<file path="src/rtl/dcache_ctrl_if.sv">
// rtl/dcache_ctrl_if.sv - core-side and backing-memory bus bundle for dcache_ctrl
interface dcache_ctrl_if #(
  parameter int ADDR_W = 32,
  parameter int DATA_W = 32
);
  logic              cpu_req;
  logic              cpu_we;
  logic [ADDR_W-1:0] cpu_addr;
  logic [DATA_W-1:0] cpu_wdata;
  logic              cpu_ready;
  logic [DATA_W-1:0] cpu_rdata;
  logic              mem_req;
  logic              mem_we;
  logic [ADDR_W-1:0] mem_addr;
  logic [DATA_W-1:0] mem_wdata;
  logic              mem_ack;
  logic [DATA_W-1:0] mem_rdata;

  modport slave (
    input  cpu_req, cpu_we, cpu_addr, cpu_wdata, mem_ack, mem_rdata,
    output cpu_ready, cpu_rdata, mem_req, mem_we, mem_addr, mem_wdata
  );

  modport master (
    output cpu_req, cpu_we, cpu_addr, cpu_wdata, mem_ack, mem_rdata,
    input  cpu_ready, cpu_rdata, mem_req, mem_we, mem_addr, mem_wdata
  );
endinterface

</file>
<file path="src/rtl/dcache_ctrl.sv">
// rtl/dcache_ctrl.sv - direct-mapped write-through data-cache controller
// Optional hit/miss statistics counters built when DCACHE_STATS_EN is defined.
module dcache_ctrl #(
  parameter int ADDR_W     = 32,
  parameter int DATA_W     = 32,
  parameter int INDEX_BITS = 4,
  parameter int CNT_W      = 16
) (
  input  logic             clk,
  input  logic             reset,
  dcache_ctrl_if.slave     bus,
  output logic             hit,
  output logic             miss,
  output logic [CNT_W-1:0] hit_count,
  output logic [CNT_W-1:0] miss_count
);
  localparam int LINES = 1 << INDEX_BITS;
  localparam int TAG_W = ADDR_W - INDEX_BITS - 2;

  typedef enum logic [1:0] {IDLE, LOOKUP, MEM_RD, MEM_WR} state_t;
  state_t state, state_nxt;

  logic              req_we;
  logic [ADDR_W-1:0] req_addr;
  logic [DATA_W-1:0] req_wdata;

  logic [LINES-1:0]  valid;
  logic [TAG_W-1:0]  tag_arr  [LINES];
  logic [DATA_W-1:0] data_arr [LINES];

  logic [INDEX_BITS-1:0] line_idx;
  logic [TAG_W-1:0]      req_tag;
  logic                  lookup_hit;

  logic              ready_q, ready_d;
  logic [DATA_W-1:0] rdata_q, rdata_d;
  logic              hit_q, hit_d, miss_q, miss_d;
  logic              mem_req_q, mem_req_d, mem_we_q, mem_we_d;
  logic [ADDR_W-1:0] mem_addr_q, mem_addr_d;
  logic [DATA_W-1:0] mem_wdata_q, mem_wdata_d;
  logic              line_wr, line_fill;

  assign line_idx   = req_addr[INDEX_BITS+1:2];
  assign req_tag    = req_addr[ADDR_W-1:INDEX_BITS+2];
  assign lookup_hit = valid[line_idx] && (tag_arr[line_idx] == req_tag);

  always_ff @(posedge clk) begin
    if (reset) state <= IDLE;
    else       state <= state_nxt;
  end

  always_comb begin
    state_nxt = state;
    case (state)
      IDLE:    if (bus.cpu_req) state_nxt = LOOKUP;
      LOOKUP: begin
        if (req_we)          state_nxt = MEM_WR;
        else if (lookup_hit) state_nxt = IDLE;
        else                 state_nxt = MEM_RD;
      end
      MEM_RD:  if (bus.mem_ack) state_nxt = IDLE;
      MEM_WR:  if (bus.mem_ack) state_nxt = IDLE;
      default: state_nxt = IDLE;
    endcase
  end

  // Next values of the registered outputs; memory-side fields hold while mem_req is up.
  always_comb begin
    hit_d       = 1'b0;
    miss_d      = 1'b0;
    ready_d     = 1'b0;
    rdata_d     = rdata_q;
    mem_req_d   = mem_req_q;
    mem_we_d    = mem_we_q;
    mem_addr_d  = mem_addr_q;
    mem_wdata_d = mem_wdata_q;
    line_wr     = 1'b0;
    line_fill   = 1'b0;
    case (state)
      LOOKUP: begin
        hit_d  = lookup_hit;
        miss_d = !lookup_hit;
        if (!req_we && lookup_hit) begin
          ready_d = 1'b1;
          rdata_d = data_arr[line_idx];
        end else begin
          mem_req_d   = 1'b1;
          mem_we_d    = req_we;
          mem_addr_d  = req_addr;
          mem_wdata_d = req_wdata;
          line_wr     = req_we && lookup_hit;
        end
      end
      MEM_RD: begin
        if (bus.mem_ack) begin
          ready_d   = 1'b1;
          rdata_d   = bus.mem_rdata;
          mem_req_d = 1'b0;
          line_fill = 1'b1;
        end
      end
      MEM_WR: begin
        if (bus.mem_ack) begin
          ready_d   = 1'b1;
          mem_req_d = 1'b0;
        end
      end
      default: ;
    endcase
  end

  always_ff @(posedge clk) begin
    if (state == IDLE && bus.cpu_req) begin
      req_we    <= bus.cpu_we;
      req_addr  <= bus.cpu_addr;
      req_wdata <= bus.cpu_wdata;
    end
  end

  always_ff @(posedge clk) begin
    if (reset) begin
      ready_q     <= 1'b0;
      rdata_q     <= '0;
      hit_q       <= 1'b0;
      miss_q      <= 1'b0;
      mem_req_q   <= 1'b0;
      mem_we_q    <= 1'b0;
      mem_addr_q  <= '0;
      mem_wdata_q <= '0;
    end else begin
      ready_q     <= ready_d;
      rdata_q     <= rdata_d;
      hit_q       <= hit_d;
      miss_q      <= miss_d;
      mem_req_q   <= mem_req_d;
      mem_we_q    <= mem_we_d;
      mem_addr_q  <= mem_addr_d;
      mem_wdata_q <= mem_wdata_d;
    end
  end

  always_ff @(posedge clk) begin
    if (reset)          valid <= '0;
    else if (line_fill) valid[line_idx] <= 1'b1;
  end

  // Tag/data arrays carry no reset; the valid bits alone qualify them.
  always_ff @(posedge clk) begin
    if (!reset && line_wr) data_arr[line_idx] <= req_wdata;
    if (!reset && line_fill) begin
      tag_arr[line_idx]  <= req_tag;
      data_arr[line_idx] <= bus.mem_rdata;
    end
  end

`ifdef DCACHE_STATS_EN
  logic [CNT_W-1:0] hit_cnt, miss_cnt;

  always_ff @(posedge clk) begin
    if (reset) begin
      hit_cnt  <= '0;
      miss_cnt <= '0;
    end else begin
      if (hit_d && !(&hit_cnt))   hit_cnt  <= hit_cnt + CNT_W'(1);
      if (miss_d && !(&miss_cnt)) miss_cnt <= miss_cnt + CNT_W'(1);
    end
  end

  assign hit_count  = hit_cnt;
  assign miss_count = miss_cnt;
`else
  assign hit_count  = '0;
  assign miss_count = '0;
`endif

  assign bus.cpu_ready = ready_q;
  assign bus.cpu_rdata = rdata_q;
  assign bus.mem_req   = mem_req_q;
  assign bus.mem_we    = mem_we_q;
  assign bus.mem_addr  = mem_addr_q;
  assign bus.mem_wdata = mem_wdata_q;
  assign hit           = hit_q;
  assign miss          = miss_q;
endmodule

</file>
<file path="src/flat_wrapper.sv">
// flat-port wrapper written by rule: the top's interface ports become plain ports
module dcache_ctrl_flat 
#(
  parameter int ADDR_W     = 32,
  parameter int DATA_W     = 32,
  parameter int INDEX_BITS = 4,
  parameter int CNT_W      = 16
)
  (clk, reset, hit, miss, hit_count, miss_count, bus_cpu_req, bus_cpu_we, bus_cpu_addr, bus_cpu_wdata, bus_mem_ack, bus_mem_rdata, bus_cpu_ready, bus_cpu_rdata, bus_mem_req, bus_mem_we, bus_mem_addr, bus_mem_wdata);
  dcache_ctrl_if #(.ADDR_W(ADDR_W), .DATA_W(DATA_W)) bus_i ();
  input  logic clk;
  input  logic reset;
  output logic hit;
  output logic miss;
  output logic [CNT_W-1:0] hit_count;
  output logic [CNT_W-1:0] miss_count;
  input wire logic [$bits(bus_i.cpu_req)-1:0] bus_cpu_req;
  input wire logic [$bits(bus_i.cpu_we)-1:0] bus_cpu_we;
  input wire logic [$bits(bus_i.cpu_addr)-1:0] bus_cpu_addr;
  input wire logic [$bits(bus_i.cpu_wdata)-1:0] bus_cpu_wdata;
  input wire logic [$bits(bus_i.mem_ack)-1:0] bus_mem_ack;
  input wire logic [$bits(bus_i.mem_rdata)-1:0] bus_mem_rdata;
  output wire logic [$bits(bus_i.cpu_ready)-1:0] bus_cpu_ready;
  output wire logic [$bits(bus_i.cpu_rdata)-1:0] bus_cpu_rdata;
  output wire logic [$bits(bus_i.mem_req)-1:0] bus_mem_req;
  output wire logic [$bits(bus_i.mem_we)-1:0] bus_mem_we;
  output wire logic [$bits(bus_i.mem_addr)-1:0] bus_mem_addr;
  output wire logic [$bits(bus_i.mem_wdata)-1:0] bus_mem_wdata;
  assign bus_i.cpu_req = bus_cpu_req;
  assign bus_i.cpu_we = bus_cpu_we;
  assign bus_i.cpu_addr = bus_cpu_addr;
  assign bus_i.cpu_wdata = bus_cpu_wdata;
  assign bus_i.mem_ack = bus_mem_ack;
  assign bus_i.mem_rdata = bus_mem_rdata;
  assign bus_cpu_ready = bus_i.cpu_ready;
  assign bus_cpu_rdata = bus_i.cpu_rdata;
  assign bus_mem_req = bus_i.mem_req;
  assign bus_mem_we = bus_i.mem_we;
  assign bus_mem_addr = bus_i.mem_addr;
  assign bus_mem_wdata = bus_i.mem_wdata;
  dcache_ctrl #(.ADDR_W(ADDR_W), .DATA_W(DATA_W), .INDEX_BITS(INDEX_BITS), .CNT_W(CNT_W)) u_core (.clk(clk), .reset(reset), .bus(bus_i), .hit(hit), .miss(miss), .hit_count(hit_count), .miss_count(miss_count));
endmodule
</file>
<file path="config.mk">
export PLATFORM = sky130hd
export DESIGN_NAME = dcache_ctrl_flat
export DESIGN_NICKNAME = d
export VERILOG_FILES = /design/src/rtl/dcache_ctrl_if.sv /design/src/rtl/dcache_ctrl.sv /design/src/flat_wrapper.sv
export SDC_FILE = /design/constraint.sdc
export NUM_CORES = 1
export LEC_CHECK = 0
export ABC_AREA = 1
export CORE_MARGIN = 10
export CORE_UTILIZATION = 50
export CTS_CLUSTER_DIAMETER = 40
export DETAILED_ROUTE_END_ITERATION = 16
export PLACE_DENSITY = 0.68
export SLEW_MARGIN = 20
export SYNTH_ARGS = -nofsm -noshare
export SYNTH_HDL_FRONTEND = slang
export SYNTH_SLANG_ARGS = --single-unit
</file>
<file path="constraint.sdc">
create_clock -name clk -period 5 [get_ports clk]
set_input_delay 0.5 -clock clk [delete_from_list [all_inputs] [get_ports clk]]
set_output_delay 0.5 -clock clk [all_outputs]
set_load 0.005 [all_outputs]
</file>
# After elaboration in Yosys (flattened, before gate mapping)
# Memories as Yosys holds them, arrays and structs flattened. A register that Yosys moved wholly into a read port is not among the register bits.
# Index checks and enable logic that the tools add are counted.
[totals]
output_inout_bits = 133
reg_bits = 184
n_memories = 2
ramBits = 928
in_bits = 101
[classes]
bitwise_logic = 4
muxes = 28
eq_ne = 9
order_cmp = 2
n_reduce_logical = 19
[mem_list]
columns = ["name", "words", "width", "read_ports", "rd_ports_with_merged_regs", "wr", "line", "source"]
rows = [
  ["u_core.data_arr", 16, 32, 1, 1, 1, "dcache_ctrl.sv:29", "logic [DATA_W-1:0] data_arr [LINES];"],
  ["u_core.tag_arr", 16, 26, 1, 1, 1, "dcache_ctrl.sv:28", "logic [TAG_W-1:0] tag_arr [LINES];"],
]
[ops]
columns = ["op", "n"]
rows = [
  ["two-way mux 32 bit", 3],
  ["case mux 32 bit (2 select lines)", 1],
  ["equality test 26 bit", 1],
  ["bitwise OR 16 bit", 1],
  ["two-way mux 1 bit", 13],
  ["two-way mux 2 bit", 4],
  ["two-way mux 4 bit", 2],
  ["logical AND 1 bit", 7],
  ["inequality test 2 bit, second input constant", 3],
  ["case mux 2 bit (3 select lines)", 1],
  ["AND reduction 3 bit", 2],
  ["< comparator 4 x 5 -> 1 bit, second input constant", 1],
  ["binary-select mux 1 bit (select 4 bit)", 1],
  ["demux 1 bit (select 4 bit)", 1],
  ["equality test 2 bit, second input constant", 2],
  [">= comparator 4 x 1 -> 1 bit, second input constant", 1],
  ["inequality test 2 x 1 -> 1 bit, second input constant", 2],
  ["case mux 1 bit (2 select lines)", 2],
  ["AND reduction 2 bit", 2],
  ["nonzero test 2 bit", 2],
  ["OR reduction 2 bit", 2],
  ["logical NOT 1 bit", 3],
  ["equality test 2 x 1 -> 1 bit, second input constant", 1],
  ["logical NOT 2 bit", 1],
  ["2 further kinds", 3],
]

# Longest topological paths before layout
[depth]
depth_word = 10
ltp_mapped = 23

# Least setup slack after synthesis
# No wires, ideal clock.
[synth_path]
path_type = "register -> register"
from = "register with a tool-made name"
to = "memory u_core.data_arr[10][0] (enable)"
path_slack_ps = 1139
t_arrival_ps = 3439
synth_period_minus_slack_ps = 3861
required_ps = 4579
stages_incl_launch_ff = 22
setup_ps = 421
cell_sequence = "dfxtp_1 buf_6 inv_4 buf_8 buf_6 nand2_1 nand2_1 nand2_1 nand3_1 nand3_1 nand2_1 nand2_1 nand2_1 nand2_1 nor2_1 nand3_2 nor3_2 nand2_1 nand2_1 inv_2 clkbuf_1 nor2_1"
[synth_lines]
columns = ["item", "line"]
rows = [
  ["to (decl)", "dcache_ctrl.sv:29"],
]

==> summary.md <==
| Metric | Value |
|---|---|
| Die Span Y | 321.0 um |
| Total gr overflow | 0 |
| Async set-reset flop share out of synthesis | 0 |
| Hold wc startpoint | reset |
| TritonCTS Buffers | 137 |
| IO buf count | 201 |
| Clk Latency, worst-skew pair | 0.73 ns |
| DR pass1 iterations | 6 |
| Worst Clk Skew | 0.02643 ns |
| Sequential share of the synthesized area | 0.7127 |
| Worst R2R Setup Slack | 0.87 ns |
| Post-route setup slack | 0.8695 ns |
| Register bit total from synthesis | 1116 |
| Quantity of gates resized following cts | 0 |
| Top FF cell, synth | edfxtp_1 |
| Status | finished clean |
| Cell Area, Placed | 48640 um2 |
| Power density over the cells | between 400 and 500 nW/um2 |
| Synth area leaders | edfxtp_1 66%, nand2_1 6.6%, dfxtp_1 5.4% |
| Unrepaired setup endpoints after global routing | false |
| CP arrival | 4.55 ns |
| DP HPWL | approximately 72000 um |
| Net switching power figure | 6.052 mW |
| Leakage | 19.12 nW |
| CP Capture Type | flip-flop |
| DR WL/cell | 23.08 um |
| Post-route ant nets | 0 |
| TNS Setup | 0 ns |
| Critical-path maximum fanout | between 80 and 90 |
| Setup violations, final | 0 |
| Hold EP | u_core.bus.mem_addr[2] |
| Clock root buffer | clkbuf_16 |
| Initial antenna violation count | 1 |
| Nets | 4216 |
| Crit Path Category | reg2reg |
| DRC | 0 |
| Worst-Margin Slew | approximately 1.2 ns |
| Startpoint type of the worst setup path | flip-flop |
| Cts hold-fix bufs | 0 |
| Clk slew on worst S/H paths | 0.06 ns |
| Setup Buffers After CTS | 0 |
| Hold WS | around 0.096 ns |
| CTS Sinks | 1116 |
| Hold Fails Final Rpt | 0 |
| Finished Cell Area | 53440 um2 |
| Cell Count, Final, Fillers Out | 5404 |
| Synth top area share | 0.6584 |
| Initial Utilization | 0.5032 |
| DP Worst Slack | 0.9356 ns |
| Via-per-instance ratio | between 5 and 6 |
| Yosys Warn Count | 0 |
| Post-synth EDFFs | 993 |
| Row count | between 100 and 150 |
| Vias in the first global route | 29990 |
| Top Ports | around 230 |
| Fillers | 7079 |
| Clock Power Share | 0.435 |
| Int Power | 17.51 mW |
| Crit path time final | 4.131 ns |
| Area of the die | 103000 um2 |
| Most frequent cells in the layout | 993 x edfxtp_1, 799 x nand2_1, 440 x nor2_1 |
| Detailed-route wire length | 124700 um |
| Cells after Synth | 3938 |
| RePlAce Congestion | 0.8885 |
| Worst min path class | in2reg |
| Pin count of the biggest net entering global routing | between 200 and 250 |
| Initial DRC count | approximately 3500 |
| First-pass GRT wire length | 186400 um |
| Dominant cell type by area after synthesis | edfxtp_1 |
| Via count | 31050 |
| Cell Area, Synth | 45290 um2 |
| Reg-to-reg endpoint | u_core.data_arr[14][16] |
| F_max | 242.1 MHz |
| Layout area overhead | 17.99% |
| Critical Path RT | 5.42 ns |
| Longest Clk Path Bufs | 3 |
| Horiz. Die Dim | 321.0 um |
| Max_cap viols | 0 |
| TritonCTS clock tree | done |
| Gate power share | 0.118 |
| Post-synth cell types | 35 |
| Fin crit share | 0.8261 |
| Share of cells above drive strength 1 | 0.09063 |
| Reg power frac | 0.447 |
| Switching share of total power | 0.2569 |
| Syn avg cell area | approximately 12 um2 |
| Hold Path Depth | 2 |
| Core area | about 90000 um2 |
| Max-Slew Margin vs Limit | 0.1712 |
| GRT Resource Usage Total | 0.2362 |
| H-tree Lvls | 4 |
| R2r worst-path depth | 20 |
| Commonest non-fill, non-tap cell in the layout | edfxtp_1 |
| Cells after DPL | 5150 |
| VDD IR-drop max | 0.3115 mV |
| Max Slew Vio Count | 0 |
==> stage by stage <==
step / power (mW) / util
6_report: 23.56 / 0.5937
4_1_cts: 23.62 / 0.5931
3_3_place_gp: 13.44 / 0.5404
5_1_grt: 24.30 / 0.5937
2_1_floorplan: 12.43 / -
3_5_place_dp: 13.48 / 0.5404
==> area by class of cell <==
class                           instances  area, um2  area share
Sequential cell                      1116      32300      0.6043
Multi-Input combinational cell       2354      11080      0.2074
Clock buffer                          161       3697     0.06919
Timing Repair Buffer                  291       3005     0.05624
Tap cell                             1176       1471     0.02753
Clock inverter                         89       1049     0.01962
Inverter                              215      832.0     0.01557
Antenna cell                            2      5.005  0.00009365
==> cells in the mapped netlist, types with 40 or more instances <==
cell type / count
clkbuf_1: 141
dfxtp_1: 123
nand3_1: 378
o21ai_0: 340
o22ai_1: 40
nand2_1: 801
o221ai_1: 96
buf_4: 50
edfxtp_1: 993
inv_1: 208
a21oi_1: 95
buf_2: 45
nor2_1: 473
==> sequential cells by signal (all words and copies together), names as in the netlist, 2 cells and up, named ones only <==
signal	count
u_core.bus.cpu_rdata	32
u_core.data_arr	512
u_core.req_addr	32
u_core.tag_arr	416
u_core.valid	16
u_core.bus.mem_wdata	32
u_core.bus.mem_addr	32
u_core.state	2
u_core.req_wdata	32
==> worst max-delay path, cell delays in order (launching register included) <==
cell	delay, ns
dfxtp_4	0.56
clkinv_8	0.38
buf_12	0.34
nand2_1	0.07
nand2_1	0.05
nand2_1	0.05
nand3_1	0.10
nand3_1	0.15
nand2_1	0.06
nand2_1	0.13
nand2_1	0.07
nor2_1	0.10
nand2_1	0.06
nor2_1	0.13
nand2_1	0.14
nor3_2	0.21
nand2_1	0.09
nand2_1	0.08
inv_2	0.30
nor2_4	0.42
buf_12	0.21
==> logic make-up (layout without fill, tap and decap cells) <==
group,after synthesis,count (layout),share of synthesized area
mux,18,18,0.004254
compound gates,622,622,0.07962
buf+inv,499,756,0.05108
other cells,1,34,0.00008280
simple gates,1682,1682,0.1522
flops,1116,1116,0.7127
==> power by group through the flow <==
stage               Sequential, mW  Clock (mW)  Combinational [mW]
floorplan                     10.7           0                1.77
global placement              10.7           0                2.72
detailed placement            10.7           0                2.76
CTS                           10.5        10.3                2.78
global route                  10.5        10.7                3.04
finish                        10.5        10.2                2.79
==> metal layers <==
metal  vias to the layer above  track usage  wire length (um)
li1                      14140            -                 -
met1                     15200       0.2974             48250
met2                      1442       0.4056             63120
met3                       270      0.03793              9107
met4                         0      0.09305              4250
met5                         -            0                 0
==> how the worst max path moves through the flow <==
stage / to / slack (ns) / cells past startpoint
final: u_core.data_arr[14][16] / 0.87 / 20
after global routing: u_core.data_arr[14][17] / 0.55 / 20
after CTS: u_core.data_arr[14][16] / 0.88 / 20
after detailed placement: u_core.data_arr[14][26] / 0.94 / 18
after global placement: u_core.data_arr[14][27] / 0.94 / 20
after floorplan: u_core.data_arr[10][0] / 1.14 / 21
(Power assumes the default switching activity.)
